==> config.mk <==
export PLATFORM = sky130hd
export DESIGN_NAME = priority_scanner
export DESIGN_NICKNAME = d
export VERILOG_FILES = /design/src/rtl/priority_scanner_pkg.sv /design/src/rtl/pe_find_first.sv /design/src/rtl/priority_scanner.sv
export SDC_FILE = /design/constraint.sdc
export NUM_CORES = 1
export LEC_CHECK = 0
export ABC_AREA = 1
export BUFFER_PORTS_ARGS = -buffer_cell sky130_fd_sc_hd__buf_4
export CAP_MARGIN = 25
export CORE_ASPECT_RATIO = 0.6
export CORE_MARGIN = 1
export CORE_UTILIZATION = 40
export DETAILED_ROUTE_END_ITERATION = 7
export SYNTH_ARGS = -nofsm -noshare
export SYNTH_HDL_FRONTEND = slang
export SYNTH_HIERARCHICAL = 1
export SYNTH_SLANG_ARGS = --single-unit
export TNS_END_PERCENT = 30
==> constraint.sdc <==
create_clock -name clk_i -period 3.1 [get_ports clk_i]
set_input_delay 0.31 -clock clk_i [delete_from_list [all_inputs] [get_ports clk_i]]
set_output_delay 0.31 -clock clk_i [all_outputs]
set_load 0.01 [all_outputs]
==> src/rtl/priority_scanner_pkg.sv <==
// Shared types for the priority scanner: FSM state encoding and scan-direction constants.
// The optional PRIORITY_SCANNER_COUNT_EN feature is handled in the top, not here.
package priority_scanner_pkg;

    typedef enum logic {
        IDLE = 1'b0,
        SCAN = 1'b1
    } state_t;

    localparam logic DIR_LSB = 1'b0;
    localparam logic DIR_MSB = 1'b1;

endpackage

==> src/rtl/pe_find_first.sv <==
// Combinational priority encoder: finds the first set bit of a word scanning from
// either end, returning its one-hot mask, binary index and a found flag.
module pe_find_first
    import priority_scanner_pkg::*;
#(
    parameter int WIDTH = 16,
    localparam int IDX_W = $clog2(WIDTH)
) (
    input  logic [WIDTH-1:0] data,
    input  logic             dir,
    output logic [WIDTH-1:0] onehot,
    output logic [IDX_W-1:0] idx,
    output logic             found
);

    logic [IDX_W-1:0] pos;

    // Walk bit positions in scan order; the first hit wins and later hits are ignored.
    always_comb begin
        onehot = '0;
        idx    = '0;
        found  = 1'b0;
        pos    = '0;
        for (int i = 0; i < WIDTH; i++) begin
            pos = (dir == DIR_MSB) ? IDX_W'(WIDTH - 1 - i) : IDX_W'(i);
            if (!found && data[pos]) begin
                found       = 1'b1;
                onehot[pos] = 1'b1;
                idx         = pos;
            end
        end
    end

endmodule

==> src/rtl/priority_scanner.sv <==
// Accepts a word and emits one handshaked beat per set bit in the chosen order.
// Defining PRIORITY_SCANNER_COUNT_EN adds beat_cnt_o carrying the word's popcount.
module priority_scanner
    import priority_scanner_pkg::*;
#(
    parameter int WIDTH = 16,
    localparam int IDX_W = $clog2(WIDTH)
) (
    input  logic             clk_i,
    input  logic             rst_i,
    input  logic [WIDTH-1:0] data_i,
    input  logic             data_val_i,
    input  logic             dir_i,
    output logic             data_ready_o,
    output logic [WIDTH-1:0] onehot_o,
    output logic [IDX_W-1:0] idx_o,
    output logic             empty_o,
    output logic             last_o,
    output logic             data_val_o,
`ifdef PRIORITY_SCANNER_COUNT_EN
    output logic [IDX_W:0]   beat_cnt_o,
`endif
    input  logic             data_ready_i
);

    state_t           state, state_next;
    logic [WIDTH-1:0] work;
    logic             dir_q;
    logic             empty_q;
    logic [WIDTH-1:0] pe_onehot;
    logic [IDX_W-1:0] pe_idx;
    logic             pe_found;
    logic             accept;
    logic             beat_done;
    logic             single_bit;
    logic             scanning;

    pe_find_first #(.WIDTH(WIDTH)) u_find (
        .data   (work),
        .dir    (dir_q),
        .onehot (pe_onehot),
        .idx    (pe_idx),
        .found  (pe_found)
    );

    assign scanning     = (state == SCAN);
    assign accept       = data_val_i && data_ready_o;
    assign beat_done    = data_val_o && data_ready_i;
    // Clearing the lowest set bit leaves zero exactly when one bit remains.
    assign single_bit   = pe_found && ((work & (work - WIDTH'(1))) == '0);

    assign data_ready_o = (state == IDLE);
    assign data_val_o   = scanning;
    assign onehot_o     = scanning ? pe_onehot : '0;
    assign idx_o        = scanning ? pe_idx : '0;
    assign empty_o      = scanning && empty_q;
    assign last_o       = scanning && (empty_q || single_bit);

    always_ff @(posedge clk_i or posedge rst_i) begin
        if (rst_i) state <= IDLE;
        else       state <= state_next;
    end

    always_comb begin
        state_next = state;
        case (state)
            IDLE:    if (accept) state_next = SCAN;
            SCAN:    if (beat_done && last_o) state_next = IDLE;
            default: state_next = IDLE;
        endcase
    end

    // Working copy loses the reported bit on every handshake; reset discards it.
    always_ff @(posedge clk_i or posedge rst_i) begin
        if (rst_i) begin
            work    <= '0;
            dir_q   <= DIR_LSB;
            empty_q <= 1'b0;
        end else if (accept) begin
            work    <= data_i;
            dir_q   <= dir_i;
            empty_q <= (data_i == '0);
        end else if (beat_done) begin
            work    <= work & ~pe_onehot;
        end
    end

`ifdef PRIORITY_SCANNER_COUNT_EN
    logic [IDX_W:0] pop_count;

    always_comb begin
        pop_count = '0;
        for (int i = 0; i < WIDTH; i++) begin
            pop_count = pop_count + (IDX_W+1)'(data_i[i]);
        end
    end

    always_ff @(posedge clk_i or posedge rst_i) begin
        if (rst_i)       beat_cnt_o <= '0;
        else if (accept) beat_cnt_o <= pop_count;
    end
`endif

endmodule

# Word level (Yosys, flattened, before mapping)
# Index checks and enable logic that the tools add are counted.
classes:
  n_addsub: 1
  order_cmp: 32
  mux: 135
  bitwise_logic: 19
  reduce_logical: 56
op_table:
  columns: ["operator", "count"]
  rows:
  - ["2-to-1 mux 16 bit", 19]
  - ["OR 16 bit", 15]
  - ["2-to-1 mux 4 bit", 33]
  - ["< comparator 4 x 5 -> 1 bit, second input constant", 16]
  - ["binary-select mux 1 bit (select 4 bit)", 16]
  - ["demux 1 bit (select 4 bit)", 16]
  - ["greater-or-equal comparator 4 x 1 -> 1 bit, second input constant", 16]
  - ["2-to-1 mux 1 bit", 50]
  - ["logical AND 1 bit", 37]
  - ["AND 16 bit", 2]
  - ["zero test 16 bit", 2]
  - ["inverter 16 bit", 1]
  - ["subtractor 16 x 1 -> 16 bit, second input constant", 1]
  - ["zero test 1 bit", 15]
  - ["one-hot mux 1 bit (2 select lines)", 1]
  - ["nonzero test 2 bit", 1]
  - ["logical OR 1 bit", 1]
  - ["inverter 1 bit", 1]
word_totals:
  register_bits: 19
  in_bits: 21
  out_inout_bits: 24

# Depth between registers and ports, before layout
# Gate-level depths: netlist (run 1).
logic_depth:
  word_depth: 55
  mapped_depth: 20
  depth_no_buf: 20

# Cells and area by module
# Netlist (run 1), hierarchy kept.
modules_own_cells:
  columns: ["mod", "n_inst", "cells_each", "area_each_um2", "seq_area_each_um2"]
  rows:
  - ["priority_scanner", 1, 223, 1370.1, 475.5]
  - ["pe_find_first", 1, 183, 974.7, 0.0]

# Worst setup path after synthesis (run 1)
# OpenSTA, ideal clock, no wires.
synth_path:
  kind: "reg-to-output"
  startpoint: "register dir_q"
  endpoint: "output port last_o"
  arrival_time_ps: 2094
  path_slack_ps: 696
  stages_incl_launch_ff: 17
  path_buffers: 1
  path_cell_list: "dfrtp_1 buf_6 o21ai_0 inv_1 nand4_4 nor2_4 nand4_4 nor2_4 nand3_1 nand2_1 a21oi_1 nand3_1 nor2_1 nand2_1 nor2_1 nand3_1 nand2_2"
synth_via:
  elab_chain_len: 52
  elab_cells_between_ends: 97
  classes_between: "64 x mux; 33 x reduce/logical"
synth_rtl:
  columns: ["item", "line_no", "text"]
  rows:
  - ["start, declared", "priority_scanner.sv:28", "logic dir_q;"]
  - ["start signal, assigned", "priority_scanner.sv:81", "dir_q <= dir_i;"]
  - ["2-to-1 mux 4 bit", "pe_find_first.sv:25", "pos = (dir == DIR_MSB) ? IDX_W'(WIDTH - 1 - i) : IDX_W'(i);"]
  - ["binary-select mux 1 bit (select 4 bit)", "pe_find_first.sv:26", "if (!found && data[pos]) begin"]
  - ["2-to-1 mux 1 bit (implied by the code)", "pe_find_first.sv:26", null]
  - ["2-to-1 mux 1 bit", "pe_find_first.sv:26", null]
  - ["zero test 1 bit", "pe_find_first.sv:26", null]
  - ["logical AND 1 bit", "pe_find_first.sv:26", null]
  - ["2-to-1 mux 1 bit", "pe_find_first.sv:26", null]
  - ["zero test 1 bit", "pe_find_first.sv:26", null]
  - ["(+37 left out)", null, null]
  - ["2-to-1 mux 1 bit", "pe_find_first.sv:26", null]
  - ["zero test 1 bit", "pe_find_first.sv:26", null]
  - ["logical AND 1 bit", "pe_find_first.sv:26", null]
  - ["2-to-1 mux 1 bit (*)", "pe_find_first.sv:26", null]
  - ["via pe_found", "priority_scanner.sv:32", "logic pe_found;"]
  - ["logical AND 1 bit (*)", "priority_scanner.sv:50", "assign single_bit = pe_found && ((work & (work - WIDTH'(1))) == '0);"]
  - ["logical OR 1 bit (*)", "priority_scanner.sv:57", "assign last_o = scanning && (empty_q || single_bit);"]
  - ["logical AND 1 bit (*)", "priority_scanner.sv:57", null]
  - ["end, declared", "priority_scanner.sv:18", "output logic last_o,"]
# Mark *: on every way through the listed nets, which the timed path passes. The rest lies on a longest branch. The select of a mux whose other input is x is not followed.

# Worst setup path in the final report (run 1)
layout_path:
  startpoint: "register dir_q"
  endpoint: "output port onehot_o[14]"
layout_via:
  elab_chain_len: 50
  elab_cells_between_ends: 205
  classes_between: "32 x order compare; 112 x mux; 15 x bitwise; 46 x reduce/logical"
layout_rtl:
  columns: ["item", "line_no", "text"]
  rows:
  - ["parallel branches: the longest is 48 deep, another holds < comparator 4 x 5 -> 1 bit", null, null]
  - ["2-to-1 mux 16 bit (*)", "pe_find_first.sv:26", null]
  - ["via pe_onehot[14]", "priority_scanner.sv:30", "logic [WIDTH-1:0] pe_onehot;"]
  - ["2-to-1 mux 16 bit (*)", "priority_scanner.sv:54", "assign onehot_o = scanning ? pe_onehot : '0;"]
  - ["end, declared", "priority_scanner.sv:15", "output logic [WIDTH-1:0] onehot_o,"]
# Mark *: on every way through the listed nets, which the timed path passes. The select of a mux whose other input is x is not followed.

==> results.sh, run 1 <==
export IMPL_ys_ff_latch=19
export IMPL_grt_usage=0.2607
export IMPL_wirelength_mm=8.111
export IMPL_grt_start_max_net_pins=27
export IMPL_postRouteAntennaNets=0
export IMPL_period_needed_ps=3029
export IMPL_ys_top_cells_by_area="nand2_1, dfrtp_1, inv_1, nor2_1, nand3_1"
export IMPL_dieArea_sq_um=6182
export IMPL_met3_usage=0.04200
export IMPL_dpl_hpwl_mm=6.013
export IMPL_arrival_ps=2720
export IMPL_setup_violations=0
export IMPL_holdWs_ps=180.4
export IMPL_cts_made_buffers=3
export IMPL_placed_cells=526
export IMPL_synth_edf_count=0
export IMPL_end_kind="output port"
export IMPL_drc=0
export IMPL_layout_common_cells="nand2_1, inv_1, buf_4, nor2_1, nand3_1"
export IMPL_tns_ps=0
export IMPL_place_gp_congestion=0.8822
export IMPL_clk_pin_slew_ps=80
export IMPL_netlist_instances=406
export IMPL_initial_utilization=0.4170
export IMPL_fill_cells=593
export IMPL_power_leakage_nw=1.775
export IMPL_outcome="finished, final reports clean"
export IMPL_syn_area_sq_um=2345
export IMPL_drt_iter0_drc=200
export IMPL_viasPerCell=5.165
export IMPL_avgSynthCellArea_sq_um=5.775
export IMPL_ir_drop_uv=343.3
export IMPL_postSynthNetCount=427
export IMPL_grt_pass1_wl_mm=12.10
export IMPL_cellPowerDensity_nw_per_um2=1122
export IMPL_synth_top_area_frac=0.2033
export IMPL_dr_pass1_iters=5
export IMPL_wl_per_cell_um=14.83
export IMPL_grt_pass1_vias=2282
export IMPL_drv_cap=0
export IMPL_timing_rr_start="dir_q"
export IMPL_nets=489
export IMPL_antennaDiodeCount=0
export IMPL_cp_required_ps=2790
export IMPL_fmax_mhz=330.1
export IMPL_finalNonFillerCells=547
export IMPL_yosysTopAreaCell="nand2_1"
export IMPL_area_growth_pct=31.91
export IMPL_ys_flop_type="dfrtp_1"
export IMPL_globalRoute_busiestLayer="met1"
export IMPL_total_power_mw=3.471
export IMPL_cts_tree="done"
export IMPL_fin_crit_sh=0.9772
export IMPL_die_w_um=100.8
export IMPL_rows=21
export IMPL_insertion_delay_ps=260
export IMPL_worst_slack_ps=70.77
export IMPL_crit_start="dir_q"
export IMPL_synth_warnings=6
export IMPL_slew_limit_headroom=0.4946
export IMPL_cts_max_path_buffers=2
export IMPL_ios=45
export IMPL_tightest_slew_ps=757.2
export IMPL_core_area_sq_um=5623
export IMPL_layout_commonest_cell="nand2_1"
export IMPL_synth_cell_type_count=37
export IMPL_cts_root_buf="clkbuf_8"
export IMPL_place_ws_ps=181.2
export IMPL_hold_viol_final=0
export IMPL_grt_use_met2=0.3787
export IMPL_grt_use_met1=0.4186
export IMPL_slew_violations=0
export IMPL_grt_overflow=0
export IMPL_ys_seq_area_frac=0.2028
export IMPL_clock_skew_final_ps=1.567
export IMPL_start_kind="flop"
export IMPL_hold_path_class="input pin to asynchronous set/reset pin"
export IMPL_portBuffers=44
export IMPL_rsz0062_at_grt="yes"
export IMPL_h_tree_depth=1
export IMPL_drive_gt1_frac=0.2719
export IMPL_cp_max_fo=7
export IMPL_clock_sinks=19
export IMPL_synthArstFlopShare=1.000
export IMPL_die_h_um=61.31
export IMPL_routed_via_count=2825
export IMPL_path_class="flop to output port"
export IMPL_antenna_found_initial=0
-- per-layer routing --
metal | share of wire | wire, um
met4 | 0.0037 | 30
met5 | 0 | 0
met3 | 0.078 | 633
met1 | 0.52 | 4218
met2 | 0.40 | 3229
-- final timing paths --
path	cells past startpoint	endpoint	slack, ps
max	17	onehot_o[14]	70
min	2	empty_q	180
max reg2reg	17	work[14]	500
min reg2reg	2	empty_q	490
max in group asynchronous	2	dir_q	2400
min in group clk_i	3	work[9]	260
-- synth_stat cells, types with 6 or more instances --
master	instances
nor2_4	8
nand3_1	32
dfrtp_1	19
inv_1	79
o21ai_0	20
o21ai_1	7
a211o_1	6
nor2_1	43
nand2_1	127
-- registers in the layout, summed over array words and instances, names as in the netlist --
name	count
dir_q	1
empty_q	1
work	16
data_val_o	1
-- timing repair --
action / in CTS / in global routing
setup buffers: 5 / 10
gates resized for setup: 2 / 36
pin swaps: 4 / 14
hold buffers: 0 / 0
setup endpoints to repair: 1 / 13
cloned: 0 / 2
-- power breakdown --
part | internal [mW] | total [mW] | leakage, nW | switching (mW)
combinational | 1.13 | 2.75 | 1.51 | 1.62
clock | 0.0916 | 0.181 | 0.0228 | 0.0894
sequential | 0.340 | 0.539 | 0.243 | 0.200
total | 1.56 | 3.47 | 1.77 | 1.91
-- per-stage QoR --
stage / cell area, sq um / util
6_report: 3093 / 0.5501
4_1_cts: 2849 / 0.5067
3_3_place_gp: 2763 / 0.4913
3_5_place_dp: 2763 / 0.4913
2_1_floorplan: 2345 / -
5_1_grt: 3093 / 0.5501
-- kinds of logic after synthesis --
family | share of synthesized area
and+or+nand+nor | 0.4803
AOI/OAI and AO/OA | 0.1462
buffers and inverters | 0.1708
DFF | 0.2028
-- layout make-up --
type,instances,area [sq um],area share
inverters,82,312.8,0.1011
repair buffers,70,598.1,0.1934
clock buffers,4,45.04,0.01456
well taps,80,100.1,0.03236
flip-flops and latches,19,476.7,0.1541
multi-input cells,292,1560,0.5045
-- worst max-delay path: stages (launching register included) --
cell and delay (ps):
dfrtp_2 520, clkinv_4 140, nand2_4 100, nand2_4 50, nor2_4 150, nand4_4 140, nor2_4 130, nand4_4 100
nor2_4 130, nand4_4 120, nor2_4 120, buf_4 120, buf_4 120, nand3_1 120, o21ai_2 110, nand2_1 80
inv_1 80, buf_4 110
Power figures use the tool's default switching activity.
==> inputs of run 2 (changes only) <==
--- a/config.mk
+++ b/config.mk
@@ -14,6 +14,5 @@
 export DETAILED_ROUTE_END_ITERATION = 7
 export SYNTH_ARGS = -nofsm -noshare
 export SYNTH_HDL_FRONTEND = slang
-export SYNTH_HIERARCHICAL = 1
 export SYNTH_SLANG_ARGS = --single-unit
 export TNS_END_PERCENT = 30
==> run 2 against run 1 <==
- synthesized cell count down 2.7%
- sequential power down 8.9%
- combinational power shrank 6%
- die area decreased by 2.4%
- largest cell class unchanged
- critical endpoint is now idx_o[0]
- largest power group unchanged
- first-iteration DRC count did not move
- highest routed layer unchanged
- power is 6.2% lower
- global-route usage shrank 0.71 points
- critical path depth increased by 1
- final area down 7.2%
- count of clock-buffer cells in the layout unchanged
==> results.sh, run 2 <==
export IMPL_outcome="finished, final reports clean"
export IMPL_dpl_hpwl_mm=5.864
export IMPL_rsz0062_at_grt="yes"
export IMPL_place_gp_congestion=0.8637
export IMPL_tightest_slew_ps=752.3
export IMPL_netSwitchingFraction=0.5692
export IMPL_antennaDiodeCount=0
export IMPL_cts_max_path_buffers=2
export IMPL_holdWs_ps=177.8
export IMPL_r2r_cells=17
export IMPL_insertion_delay_ps=260
export IMPL_total_power_mw=3.257
export IMPL_ys_top_cells_by_area="dfrtp_1, nand2_1, inv_1, nor2_1, nand3_1"
export IMPL_wl_met3_um=427
export IMPL_period_needed_ps=2984
export IMPL_end_kind="output port"
export IMPL_wirelength_mm=7.475
export IMPL_core_area_sq_um=5280
export IMPL_dieArea_sq_um=6034
export IMPL_synth_cell_type_count=33
export IMPL_wl_per_cell_um=14.32
export IMPL_drc=0
export IMPL_p_clk_frac=0.054
export IMPL_synth_warnings=0
export IMPL_cpMaxStageDelayCell="dfrtp_2"
export IMPL_drive_gt1_frac=0.2247
export IMPL_postSynthNetCount=416
export IMPL_fin_crit_sh=0.9625
export IMPL_p_comb_frac=0.795
export IMPL_finish_utilization=0.5434
export IMPL_path_delay_family="simple AND/OR/NAND/NOR gates"
export IMPL_yosysTopAreaCell="dfrtp_1"
export IMPL_cts_made_buffers=3
export IMPL_layout_commonest_cell="nand2_1"
export IMPL_hold_viol_final=0
export IMPL_clk_pin_slew_ps=70
export IMPL_ys_seq_area_frac=0.2079
export IMPL_arrival_ps=2670
export IMPL_die_h_um=60.58
export IMPL_drt_iter0_drc=200
export IMPL_area_growth_pct=25.44
export IMPL_cts_tree="done"
export IMPL_drv_cap=0
export IMPL_postRouteAntennaNets=0
export IMPL_crit_path_max_incr_delay_ps=430
export IMPL_power_leakage_nw=1.431
export IMPL_rows=20
export IMPL_avgSynthCellArea_sq_um=5.790
export IMPL_path_buf_inv=5
export IMPL_drt_met1_wl_mm=3.768
export IMPL_clock_skew_final_ps=3.717
export IMPL_rr_endpoint="data_val_o"
export IMPL_path_cells="buf_12 -> inv_8 -> nand2_1 -> nand2_2 -> nand3_4 -> nor2_4 -> nand4_4 -> nor2_4 -> nand4_4 -> nor2_4 -> nand2_2 -> nor2_4 -> nand2_2 -> nand2_2 -> inv_2 -> nand2_1 -> inv_1 -> buf_4"
export IMPL_p_int_mw=1.403
export IMPL_initial_utilization=0.4332
export IMPL_cp_required_ps=2790
export IMPL_dr_max_layer_used="met4"
export IMPL_path_class="flop to output port"
export IMPL_portBuffers=44
export IMPL_ios=45
export IMPL_layout_common_cells="nand2_1, inv_1, buf_4, nor2_1, nand3_1"
export IMPL_placed_cells=510
export IMPL_setup_violations=0
export IMPL_post_synth_top_count_cell="nand2_1"
export IMPL_r2r_slack_ps=660
export IMPL_antenna_found_initial=0
export IMPL_grt_usage=0.2536
export IMPL_grt_start_max_net_pins=36
export IMPL_h_tree_depth=1
export IMPL_fmax_mhz=335.1
export IMPL_cp_max_fo=18
export IMPL_grt_overflow=0
export IMPL_dr_pass1_iters=5
export IMPL_hold_buffers=0
export IMPL_top_register="work"
export IMPL_viasPerCell=5.253
export IMPL_grt_pass1_wl_mm=11.83
export IMPL_syn_area_sq_um=2287
export IMPL_slew_limit_headroom=0.4979
export IMPL_synth_edf_count=0
export IMPL_finalNonFillerCells=522
export IMPL_p_seq_frac=0.151
export IMPL_cellPowerDensity_nw_per_um2=1135
export IMPL_routed_via_count=2742
export IMPL_ys_ff_latch=19
export IMPL_grt_pass1_vias=2418
export IMPL_slew_violations=0
export IMPL_hold_path_class="input pin to asynchronous set/reset pin"
export IMPL_synth_top_area_frac=0.2079
export IMPL_cts_root_buf="clkbuf_8"
export IMPL_largest_reg_flops=16
export IMPL_nets=467
export IMPL_p_sw_mw=1.854
export IMPL_clock_sinks=19
export IMPL_timing_rr_start="dir_q"
export IMPL_start_kind="flop"
export IMPL_die_w_um=99.62
export IMPL_synthArstFlopShare=1.000
export IMPL_dr_wl_met2_mm=3.242
export IMPL_ir_drop_uv=401.6
export IMPL_ys_top_cells_by_count="nand2_1, inv_1, nor2_1, nand3_1, o21ai_0"
export IMPL_ys_flop_type="dfrtp_1"
export IMPL_netlist_instances=395
[run 2: cell types whose count changed after synthesis, sizes merged, moves of 4 or more]
cell	delta
clkbuf	+5
nand4	+5
inv	-19
nor2	+4
buf	-5
o211ai	+14
nand2	-10
a211o	-6
[run 2: power groups by stage]
stage / Sequential [mW] / Combinational [mW] / Clock (mW)
5_1_grt: 0.507 / 2.85 / 0.191
4_1_cts: 0.483 / 2.37 / 0.180
2_1_floorplan: 0.428 / 1.69 / 0
6_report: 0.491 / 2.59 / 0.177
3_3_place_gp: 0.486 / 2.36 / 0
3_5_place_dp: 0.488 / 2.35 / 0
[run 2: stage by stage]
stage,worst slack [ps],cell area (sq um),setup TNS (ps)
after floorplan,857.7,2287,0
after global routing,-79.85,2869,-286.4
final,116.2,2869,0
after global placement,397.7,2701,0
after CTS,96.31,2746,0
after detailed placement,391.5,2701,0
[run 2: worst max path at each step]
stage / start / end / slack [ps] / cells after the start
after floorplan: dir_q / idx_o[2] / 860 / 13
after global placement: dir_q / idx_o[0] / 400 / 18
after detailed placement: dir_q / idx_o[0] / 390 / 18
after CTS: dir_q / idx_o[0] / 100 / 18
after global routing: dir_q / onehot_o[14] / -80 / 17
final: dir_q / idx_o[0] / 120 / 18
[run 2: routing by layer]
| layer | up-vias | global-route usage |
|---|---|---|
| met5 | - | 0 |
| met4 | 0 | 0.01681 |
| met3 | 7 | 0.03802 |
| met2 | 89 | 0.4127 |
| met1 | 1276 | 0.3752 |
| li1 | 1370 | - |
[run 2: final cells by class]
type	count	area (sq um)
repair buffers	59	473.0
inverters	66	255.2
well taps	77	96.34
flip-flops and latches	19	476.7
fillers	536	2411
clock buffers	4	45.04
multi-input cells	297	1523
[run 2: worst register-to-register path, stage by stage, from the launching register on]
cell     delay (ps)
dfrtp_2         430
buf_12          160
inv_8           100
nand2_1          70
nand2_2         120
nand3_4         100
nor2_4          120
nand4_4         120
nor2_4          220
nand4_4         140
nor2_4          160
nand2_2          90
nor2_4          140
buf_4           140
nand2_2          40
nand2_1          60
nand2_2          60
a21oi_2         100
[run 2: logic make-up after synthesis]
family,share of synthesized area
simple gates,0.4962
buf+inv,0.1444
compound gates,0.1515
flops,0.2079
[run 2: timing repair]
action	4_1_cts	5_1_grt
resized for setup	0	11
endpoints found under the setup margin	0	8
endpoints found under the hold margin	0	0
setup buffers	0	7
==> inputs of run 3 (changes only) <==
--- a/config.mk
+++ b/config.mk
@@ -6,13 +6,15 @@
 export NUM_CORES = 1
 export LEC_CHECK = 0
 export ABC_AREA = 1
-export BUFFER_PORTS_ARGS = -buffer_cell sky130_fd_sc_hd__buf_4
 export CAP_MARGIN = 25
 export CORE_ASPECT_RATIO = 0.6
 export CORE_MARGIN = 1
 export CORE_UTILIZATION = 40
 export DETAILED_ROUTE_END_ITERATION = 7
+export DONT_BUFFER_PORTS = 1
+export RECOVER_POWER = 100
 export SYNTH_ARGS = -nofsm -noshare
 export SYNTH_HDL_FRONTEND = slang
+export SYNTH_HIERARCHICAL = 1
 export SYNTH_SLANG_ARGS = --single-unit
 export TNS_END_PERCENT = 30
==> run 3 against run 2 <==
- power shrank 10%
- global-route usage shrank 0.54 points
- largest cell class unchanged
- critical path type unchanged
- clock skew grew 1.7 ps
- fmax grew 0.19%
==> results.sh, run 3 (synthesis gave the netlist of run 1 again) <==
export IMPL_cts_root_buf="clkbuf_8"
export IMPL_clock_skew_final_ps=5.377
export IMPL_grt_start_max_net_pins=22
export IMPL_timing_rr_start="dir_q"
export IMPL_ir_drop_uv=307.0
export IMPL_layout_commonest_cell="nand2_1"
export IMPL_crit_top_cell="nor2_4"
export IMPL_power_leakage_nw=1.473
export IMPL_drv_cap=0
export IMPL_wirelength_mm=7.215
export IMPL_die_w_um=100.8
export IMPL_finish_utilization=0.4562
export IMPL_cellPowerDensity_nw_per_um2=1141
export IMPL_hold_buffers=0
export IMPL_insertion_delay_ps=270
export IMPL_postRouteAntennaNets=0
export IMPL_portBuffers=0
export IMPL_slew_violations=0
export IMPL_rr_endpoint="work[15]"
export IMPL_setup_violations=0
export IMPL_tns_ps=0
export IMPL_cpMaxStageDelayCell="dfrtp_2"
export IMPL_path_class="flop to output port"
export IMPL_slew_limit_headroom=0.4271
export IMPL_drt_iter0_drc=256
export IMPL_hold_viol_final=0
export IMPL_cts_tree="done"
export IMPL_clk_pin_slew_ps=70
export IMPL_cp_max_fo=11
export IMPL_holdWs_ps=74.13
export IMPL_antennaDiodeCount=0
export IMPL_rows=21
export IMPL_dr_pass1_iters=5
export IMPL_grt_pass1_vias=2210
export IMPL_antenna_found_initial=0
export IMPL_h_tree_depth=1
export IMPL_end_kind="output port"
export IMPL_routed_via_count=2535
export IMPL_area_growth_pct=9.392
export IMPL_path_buf_inv=2
export IMPL_ios=45
export IMPL_dpl_hpwl_mm=5.698
export IMPL_path_cells="buf_12 -> nand2_1 -> inv_1 -> nor2_4 -> nand4_4 -> nor2_4 -> nand4_4 -> nor2_4 -> nand4_4 -> nor2_4 -> nand3_1 -> nand2_1 -> a21oi_1 -> nand3_1 -> nor2_1 -> nand2_1 -> nor2_1 -> nand3_1 -> nand2_2"
export IMPL_clock_sinks=19
export IMPL_core_area_sq_um=5623
export IMPL_tightest_slew_ps=851.5
export IMPL_start_kind="flop"
export IMPL_top_register="work"
export IMPL_grt_usage=0.2482
export IMPL_cp_required_ps=2790
export IMPL_largest_reg_flops=16
export IMPL_worst_slack_ps=121.9
export IMPL_die_h_um=61.31
export IMPL_outcome="finished, final reports clean"
export IMPL_hold_path_class="input pin to asynchronous set/reset pin"
export IMPL_path_delay_family="simple AND/OR/NAND/NOR gates"
export IMPL_fmax_mhz=335.8
export IMPL_arrival_ps=2670
export IMPL_layout_common_cells="nand2_1, inv_1, nor2_1, nand3_1, o21ai_0"
export IMPL_grt_pass1_wl_mm=11.49
export IMPL_dieArea_sq_um=6182
export IMPL_r2r_cells=18
export IMPL_r2r_slack_ps=480
export IMPL_viasPerCell=5.132
export IMPL_rsz0062_at_grt="yes"
export IMPL_drive_gt1_frac=0.1256
export IMPL_place_ws_ps=312.9
export IMPL_crit_path_max_incr_delay_ps=480
export IMPL_cts_made_buffers=3
export IMPL_cts_max_path_buffers=2
export IMPL_place_gp_congestion=0.9025
export IMPL_grt_overflow=0
export IMPL_nets=436
export IMPL_wl_per_cell_um=14.61
export IMPL_initial_utilization=0.4170
export IMPL_drc=0
export IMPL_period_needed_ps=2978
export IMPL_fin_crit_sh=0.9607
-- run 3: where the power goes --
part / total (mW) / switching (mW) / internal (mW)
logic: 2.21 / 1.42 / 0.787
registers: 0.534 / 0.194 / 0.340
clock network: 0.182 / 0.0904 / 0.0918
total: 2.93 / 1.71 / 1.22
-- run 3: how the worst max path moves through the flow --
stage | start | endpoint | slack, ps | depth (start not counted)
6_report | dir_q | last_o | 120 | 19
4_1_cts | dir_q | last_o | 20 | 19
3_3_place_gp | dir_q | last_o | 390 | 19
5_1_grt | dir_q | last_o | -90 | 19
3_5_place_dp | dir_q | last_o | 310 | 16
2_1_floorplan | dir_q | last_o | 700 | 16
-- run 3: timing repair --
action                     4_1_cts  5_1_grt
resized for setup                0        9
setup endpoints to repair        0        7
setup buffers                    0       10
-- run 3: cell type report --
| class | count | area (sq um) |
|---|---|---|
| tap | 80 | 100.1 |
| timing repair buffer | 17 | 157.7 |
| fill | 639 | 3058 |
| clock buffer | 4 | 45.04 |
| multi-input combinational | 292 | 1475 |
| sequential | 19 | 476.7 |
| inverter | 82 | 310.3 |
-- run 3: metrics by stage --
step	area, sq um	cells	total power [mW]
CTS	2442	483	2.705
floorplan	2345	406	2.125
global route	2565	494	3.263
detailed placement	2397	479	2.519
global placement	2397	479	2.521
finish	2565	494	2.926
-- run 3: metal layers --
metal / wire, um / track usage
met1: 3637 / 0.3696
met2: 2788 / 0.3611
met3: 778 / 0.07605
met4: 11 / 0.02692
met5: 0 / 0
